`config.mk`:
```
export PLATFORM = sky130hd
export DESIGN_NAME = ahb_split_ctrl
export DESIGN_NICKNAME = d
export VERILOG_FILES = /design/src/rtl/ahb_split_ctrl.sv
export SDC_FILE = /design/constraint.sdc
export NUM_CORES = 1
export LEC_CHECK = 0
export ABC_AREA = 0
export BUFFER_PORTS_ARGS = -buffer_cell sky130_fd_sc_hd__buf_2
export CORE_MARGIN = 2
export CORE_UTILIZATION = 60
export DETAILED_ROUTE_END_ITERATION = 16
export PLACE_DENSITY = 0.84
export SYNTH_ARGS = -nofsm -noshare
export SYNTH_HDL_FRONTEND = slang
export SYNTH_SLANG_ARGS = --single-unit
```
`constraint.sdc`:
```
create_clock -name HCLK -period 7.7 [get_ports HCLK]
set_input_delay 0.385 -clock HCLK [delete_from_list [all_inputs] [get_ports HCLK]]
set_output_delay 0.385 -clock HCLK [all_outputs]
set_load 0.005 [all_outputs]
```
`src/rtl/ahb_split_ctrl.sv`:
```
// ahb_split_ctrl
//   SPLIT scheduler for one guarded slave on a 16-master AHB bus. When the
//   guarded resource is busy, it answers a transfer with a two-cycle SPLIT
//   response and queues the master. Queued masters are later released through
//   HSPLITx, one at a time and in FIFO order, once the resource is ready.
//
// Ports
//   HCLK, HRESETn           bus clock, async active-low reset
//   HSEL, HTRANS, HMASTER,  address-phase inputs
//   HMASTLOCK, HREADY
//   slv_ready_i             guarded resource can accept a transfer now
//   HREADYOUT, HRESP        slave response (OKAY or SPLIT)
//   HSPLITx                 one-hot release pulse to the arbiter
//   xfer_valid_o            pulse when an accepted transfer is forwarded
//   pending_o               bitmask of queued masters
//   q_full_o                queue holds QDEPTH entries
//
// FSM states
//   state     | meaning
//   ST_IDLE   | zero-wait OKAY, sampling address phases
//   ST_SPLIT1 | first SPLIT cycle (HREADYOUT=0); master enqueued at its end
//   ST_SPLIT2 | second SPLIT cycle (HREADYOUT=1)
//   ST_WAIT   | wait-stating a transfer that cannot be split
module ahb_split_ctrl #(
    parameter int QDEPTH     = 4,
    parameter int RELEASE_TO = 16
) (
    input  logic        HCLK,
    input  logic        HRESETn,
    input  logic        HSEL,
    input  logic [1:0]  HTRANS,
    input  logic [3:0]  HMASTER,
    input  logic        HMASTLOCK,
    input  logic        HREADY,
    input  logic        slv_ready_i,
    output logic        HREADYOUT,
    output logic [1:0]  HRESP,
    output logic [15:0] HSPLITx,
    output logic        xfer_valid_o,
    output logic [15:0] pending_o,
    output logic        q_full_o
);
    localparam int PW = $clog2(QDEPTH);
    localparam int CW = PW + 1;
    localparam int TW = $clog2(RELEASE_TO + 1);

    typedef enum logic [1:0] {ST_IDLE, ST_SPLIT1, ST_SPLIT2, ST_WAIT} state_t;

    state_t        state;
    logic [3:0]    queue [QDEPTH];
    logic [PW-1:0] wr_ptr, rd_ptr;
    logic [CW-1:0] count;
    logic [15:0]   pending, pending_nxt;
    logic [3:0]    cur_master, out_master, head;
    logic [TW-1:0] timer;
    logic          sample, q_full, rel_go, enq, can_split;
    logic          unused_htrans0;

    assign unused_htrans0 = HTRANS[0];

    assign sample = HSEL && HTRANS[1] && HREADY;
    assign q_full = (count == CW'(QDEPTH));
    assign head   = queue[rd_ptr];
    // A nonzero timer means a release is still outstanding.
    assign rel_go = slv_ready_i && (count != '0) && (timer == '0);

    // A master already pending is not queued twice, unless its only entry is
    // leaving the head this very cycle.
    assign enq = (state == ST_SPLIT1)
              && !(pending[cur_master] && !(rel_go && head == cur_master))
              && (!q_full || rel_go);

    assign can_split = !HMASTLOCK && (HMASTER != 4'd0)
                    && (!q_full || pending[HMASTER]);

    always_comb begin
        pending_nxt = pending;
        if (rel_go) pending_nxt[head] = 1'b0;
        if (enq)    pending_nxt[cur_master] = 1'b1;
    end

    always_ff @(posedge HCLK) begin
        if (enq) queue[wr_ptr] <= cur_master;
    end

    // Queue bookkeeping and release engine
    always_ff @(posedge HCLK or negedge HRESETn) begin
        if (!HRESETn) begin
            wr_ptr     <= '0;
            rd_ptr     <= '0;
            count      <= '0;
            pending    <= '0;
            HSPLITx    <= '0;
            out_master <= '0;
            timer      <= '0;
        end else begin
            pending <= pending_nxt;
            count   <= count + CW'(enq) - CW'(rel_go);
            if (enq) wr_ptr <= wr_ptr + PW'(1);
            if (rel_go) begin
                HSPLITx    <= 16'(1) << head;
                rd_ptr     <= rd_ptr + PW'(1);
                out_master <= head;
                timer      <= TW'(RELEASE_TO);
            end else begin
                HSPLITx <= '0;
                if (timer != '0) begin
                    if (sample && HMASTER == out_master) timer <= '0;
                    else                                 timer <= timer - TW'(1);
                end
            end
        end
    end

    // Response FSM
    always_ff @(posedge HCLK or negedge HRESETn) begin
        if (!HRESETn) begin
            state        <= ST_IDLE;
            HREADYOUT    <= 1'b1;
            HRESP        <= 2'b00;
            xfer_valid_o <= 1'b0;
            cur_master   <= '0;
        end else begin
            xfer_valid_o <= 1'b0;
            case (state)
                ST_IDLE: begin
                    HREADYOUT <= 1'b1;
                    HRESP     <= 2'b00;
                    if (sample) begin
                        cur_master <= HMASTER;
                        if (slv_ready_i) begin
                            xfer_valid_o <= 1'b1;
                        end else if (can_split) begin
                            state     <= ST_SPLIT1;
                            HREADYOUT <= 1'b0;
                            HRESP     <= 2'b11;
                        end else begin
                            state     <= ST_WAIT;
                            HREADYOUT <= 1'b0;
                        end
                    end
                end
                ST_SPLIT1: begin
                    state     <= ST_SPLIT2;
                    HREADYOUT <= 1'b1;
                    HRESP     <= 2'b11;
                end
                ST_SPLIT2: begin
                    state     <= ST_IDLE;
                    HREADYOUT <= 1'b1;
                    HRESP     <= 2'b00;
                end
                ST_WAIT: begin
                    if (slv_ready_i) begin
                        state        <= ST_IDLE;
                        HREADYOUT    <= 1'b1;
                        xfer_valid_o <= 1'b1;
                    end
                end
                default: begin
                    state     <= ST_IDLE;
                    HREADYOUT <= 1'b1;
                    HRESP     <= 2'b00;
                end
            endcase
        end
    end

    assign pending_o = pending;
    assign q_full_o  = q_full;

endmodule

```
# Word level (Yosys, flattened, before mapping)
# Memories as Yosys holds them, arrays and structs flattened.
# Index checks and enable logic that the tools add are counted.
# word_totals
mem_count,1
ram_bits,16
in_bits,12
word_cells,96
register_bits,58
output_inout_bits,37
# op_classes
bitwise_logic,3
eq_ne,9
muxes,31
add_sub_neg,5
n_reduce_logical,29
n_lt_le_gt_ge,5
shift,1
# memory_table
name,words,word_bits,read_ports,rd_clocked_by_memory_dff,write_ports,line_no,source
queue,4,4,1,0,1,50,logic [3:0] queue [QDEPTH];
# ops
operator,n
$mux W16,3
$and A16 B16 Y16,1
$not A16 Y16,1
$or A16 B16 Y16,1
$shl A1 B4 Y16 const A,1
$lt A4 B5 Y1 const B,3
$mux W5,3
$mux W2,7
$logic_and A1 B1 Y1,13
$mux W1,10
$bmux W1 S4,2
$demux W1 S4,2
$eq A4 B4 Y1,2
$ge A4 B1 Y1 const B,2
$pmux W2 S4,1
$ne A2 B2 Y1 const B,3
$pmux W2 S3,1
$reduce_bool A3 Y1,2
$logic_not A5 Y1,1
$reduce_bool A5 Y1,1
$sub A5 B1 Y5 const B,1
$add A2 B1 Y2 const B,2
$eq A2 B2 Y1 const B,2
$logic_not A1 Y1,4
other kinds (13),14

# Depth between registers and ports, before layout
# logic_depth
word_depth,11
depth_mapped,12
depth_no_buf,11

# Worst setup path before layout
# Ideal clock, no wire load.
# synth_path
path_kind,register to register
startpoint,reg timer[0]
endpoint,reg count[2]
path_buffers,1
path_slack_ns,5.001
t_arrival_ns,2.619
required_ns,7.620
period_less_slack_ns,2.699
path_stages_with_launch,13
setup_ns,0.080
path_cell_list,dfrtp_1 > inv_1 > ha_1 > nor4b_4 > and2_0 > clkbuf_1 > nand3_1 > o211ai_1 > o31ai_1 > ha_1 > fa_1 > xnor2_1 > xnor2_1
# synth_via
elab_chain_len,10
word_cells_on_any_way,11
classes_between,2 x add/sub; 9 x reduce/logical
# synth_rtl
element,line_no,source
from (decl),55,logic [TW-1:0] timer;
from (signal assigned),104,timer <= TW'(RELEASE_TO);
from (signal assigned),109,else timer <= timer - TW'(1);
$logic_not A5 Y1 (*),65,assign rel_go = slv_ready_i && (count != '0) && (timer == '0);
$logic_and A1 B1 Y1 (*),65,
$logic_and A1 B1 Y1,70,&& !(pending[cur_master] && !(rel_go && head == cur_master))
$logic_not A1 Y1,70,
$logic_and A1 B1 Y1,70,
$logic_not A1 Y1,70,
$logic_and A1 B1 Y1,70,
$logic_and A1 B1 Y1,71,&& (!q_full || rel_go);
$add A3 B1 Y3,98,count <= count + CW'(enq) - CW'(rel_go);
$sub A3 B1 Y3 (*),98,
to (signal assigned),98,
to (decl),52,logic [CW-1:0] count;
# Every way passes the cells marked *; elsewhere a longest branch is shown, timed or not.
# A chain may end at the register's enable or synchronous reset.

# Worst setup path in the final report
# Ends and elaborated chain as after synthesis.

==> impl_metrics.toml <==
[final_layout]
layout.nets = 342
drive_gt1_share_pct = 27.9
final_util_pct = 70.4
area_growth_pct = 12.9
fillers = 416
antenna-diode-count = 0

[power_and_ir_drop]
p_leak_nw = 1.86
peakVddDrop_v = 0.000213
pwr-share-comb_pct = 38.7
power.share.clock_pct = 17.2
p_switching_uw = 564
internal-power_uw = 944
netSwitchingFraction_pct = 37.4
p_seq_share_pct = 44.1
power_density_nw_per_um2 = 389

[run_status]
status = "complete, no violations"

[floorplan]
dieArea_um2 = 6350
die_x_um = 79.7
row_count = 27
core_um2 = 5510
chipHeight_um = 79.7
io_pins = 49
initial_core_util_pct = 62.4

[timing]
tightest_slew_ps = 806
hold_violations = 0
fin_crit_sh_pct = 40.1
slew_headroom_pct = 45.9
fmaxAchievable_ghz = 0.323
rsz0062_at_grt = "false"
finalSetupViolations = 0
tns_ps = 0
finalClockSkew_ps = 8.88
maxSlewViolCount = 0
timing.final.crit_period_ps = 3090

[clocking]
cts_buffers = 9
clock-root-buffer = "clkbuf_8"
clock_sinks = 73
cts_resized = 0
clk_pin_slew_ps = 70
clock_path_buffers = 2
clock_latency_ps = 340
cts-htree-levels = 3
cts_tree = "done"
postCtsSetupBuffers = 0
holdBufCountCts = 0

[setup_path]
criticalPathCategory = "reg2reg"
reg2regPathDepth = 11
cp_cell_sequence = "inv_1 -> ha_1 -> nor4b_4 -> and2_0 -> nand3_1 -> o211ai_1 -> o31ai_1 -> ha_1 -> fa_1 -> xnor2_1 -> xnor2_1"
start_kind = "register"
crit_path_top_delay_cell = "dfrtp_1"
critPathCaptureType = "register"
arrival_ps = 3350
required_ps = 7960
cp_slowest_stage_delay_ps = 410
crit_fanout = 7

[detailed_routing]
drc_errors = 0
wirelength_mm = 6.98
wl_per_cell_um = 17.7
drtPass1Iterations = 4
first_iter_violations = 217
ant_nets = 0
via_per_inst = 5.74
via_count = 2269

[synth]
syn_inst = 268
synth_fa_ha_area_share_pct = 4.59
synth.area.mux_share_pct = 10.5
synthSimpleGateAreaFrac_pct = 12.3
synthFlopType = "dfrtp_1"
ys_types = 44
synth-compound-area-share_pct = 7.98
ys_ff_latch = 73
synth_seq_area_share_pct = 55.5
synth_top_family_by_area = "simple AND/OR/NAND/NOR gates"
syn_nets = 292
netlist_area_um2 = 3440
syn_area_per_cell_um2 = 12.8
synthArstFlopShare_pct = 78.1
synth_warnings = 0
synth_edf_count = 16
synthXorXnorAreaFrac_pct = 4.73

[global_route]
grt_pass1_vias = 2260
grtUsageTotal_pct = 24.5
globalRouteOverflowTotal = 0
antenna_found_initial = 0
grt_pass1_wl_mm = 11.4
grt_max_degree = 58

[placed_design]
globalplace.congestion = 0.833
post-dp-hpwl_mm = 4.93
io_buffers = 47

[min_path]
worst_hold_path_type = "in2async"

[flow_run]
drv_cap = 0
## synthesized netlist by cell type, drive strengths merged, types with 2 or more instances
cell type | n | area share [%]
nand4 | 3 | 0.55
buf | 6 | 1.5
nand3 | 6 | 1.0
mux2 | 5 | 1.6
dfrtp | 56 | 41
nor2b | 9 | 1.6
nor3 | 2 | 0.29
o21ai | 7 | 1.3
xnor2 | 15 | 4.5
a21oi | 3 | 0.44
nor2 | 12 | 1.3
nand2 | 33 | 3.6
mux4 | 13 | 8.5
inv | 24 | 2.6
clkbuf | 3 | 0.33
a32o | 16 | 4.7
edfxtp | 16 | 14
a22oi | 2 | 0.44
ha | 11 | 4.0
and2 | 8 | 1.5
## registers in the layout, summed over array words and instances (netlist names), 2 cells and up
name        cells
HSPLITx        16
count           3
cur_master      4
out_master      4
pending_o      16
queue          16
rd_ptr          2
state           2
timer           5
wr_ptr          2
## cell families (layout without fill, tap and decap cells)
group / after synthesis / in the layout
compound gates: 33 / 33
xor+xnor: 16 / 16
fa+ha+maj: 12 / 12
buf+inv: 33 / 88
flops: 73 / 73
mux: 19 / 19
simple gates: 82 / 82
## routing by layer
metal  GRT usage, %  wire, um
met1           33.2      3010
met2           38.9      3430
met3           6.33       435
met4           8.45       107
met5              0         0
## final cells by class
| type | count | area (um^2) | area share, % |
|---|---|---|---|
| flip-flops and latches | 73 | 1910 | 49.2 |
| multi-input cells | 162 | 1380 | 35.5 |
| repair buffers | 48 | 243 | 6.26 |
| clock buffers | 11 | 141 | 3.65 |
| inverters | 24 | 90.1 | 2.32 |
| well taps | 72 | 90.1 | 2.32 |
| clock inverters | 5 | 31.3 | 0.806 |
## power groups by stage
stage | Clock (mW) | Combinational, mW | Sequential, mW
2_1_floorplan | 0 | 0.465 | 0.624
5_1_grt | 0.283 | 0.640 | 0.685
6_report | 0.260 | 0.583 | 0.665
3_5_place_dp | 0 | 0.579 | 0.672
3_3_place_gp | 0 | 0.556 | 0.665
4_1_cts | 0.265 | 0.582 | 0.665
## worst max-delay path: cells and delay by family (launching register included)
family,cells,cell delay (ps)
AND/OR/NAND/NOR,3,950
buffers and inverters,1,90
AO/OA/AOI/OAI,2,450
flip-flops,1,410
adder cells (fa/ha/maj),3,790
XOR/XNOR,2,320
## placed cells by master (no fill, tap or decap), types with 5 or more instances in the layout
cell      netlist  layout
a32o_1         16      16
xnor2_1        12      12
nand3_1         5       5
mux2_2          5       5
nand2_1        33      33
buf_2           2      47
ha_1           11      11
nor2_1         12      12
dfrtp_1        56      56
nor2b_1         9       9
mux4_2         13      13
and2_1          7       7
inv_1          24      24
edfxtp_1       16      16
clkbuf_8        0      10
o21ai_0         6       6
## metrics by stage
stage               cells  power (mW)  worst slack (ps)  area (um^2)  hold WS [ps]
finish                395        1.51              4610         3880           166
global placement      379        1.22              4760         3710           481
global route          395        1.61              4350         3880           229
CTS                   395        1.51              4610         3880           198
detailed placement    379        1.25              4640         3710           492
floorplan             268        1.09              5000         3440          89.4
## path summary, 6_finish.rpt
check	start	to	slack [ps]
min reg2reg	out_master[2]$_DFFE_PN0N_	out_master[2]$_DFFE_PN0N_	510
min in group HCLK	slv_ready_i	HREADYOUT$_DFFE_PN1P_	320
max	timer[0]$_DFFE_PN0P_	count[2]$_DFF_PN0_	4610
max in group asynchronous	HRESETn	count[1]$_DFF_PN0_	7040
min	HRESETn	timer[1]$_DFFE_PN0P_	170
max reg2reg	timer[0]$_DFFE_PN0P_	count[2]$_DFF_PN0_	4610
No activity file was read; power rests on OpenSTA's default activity.
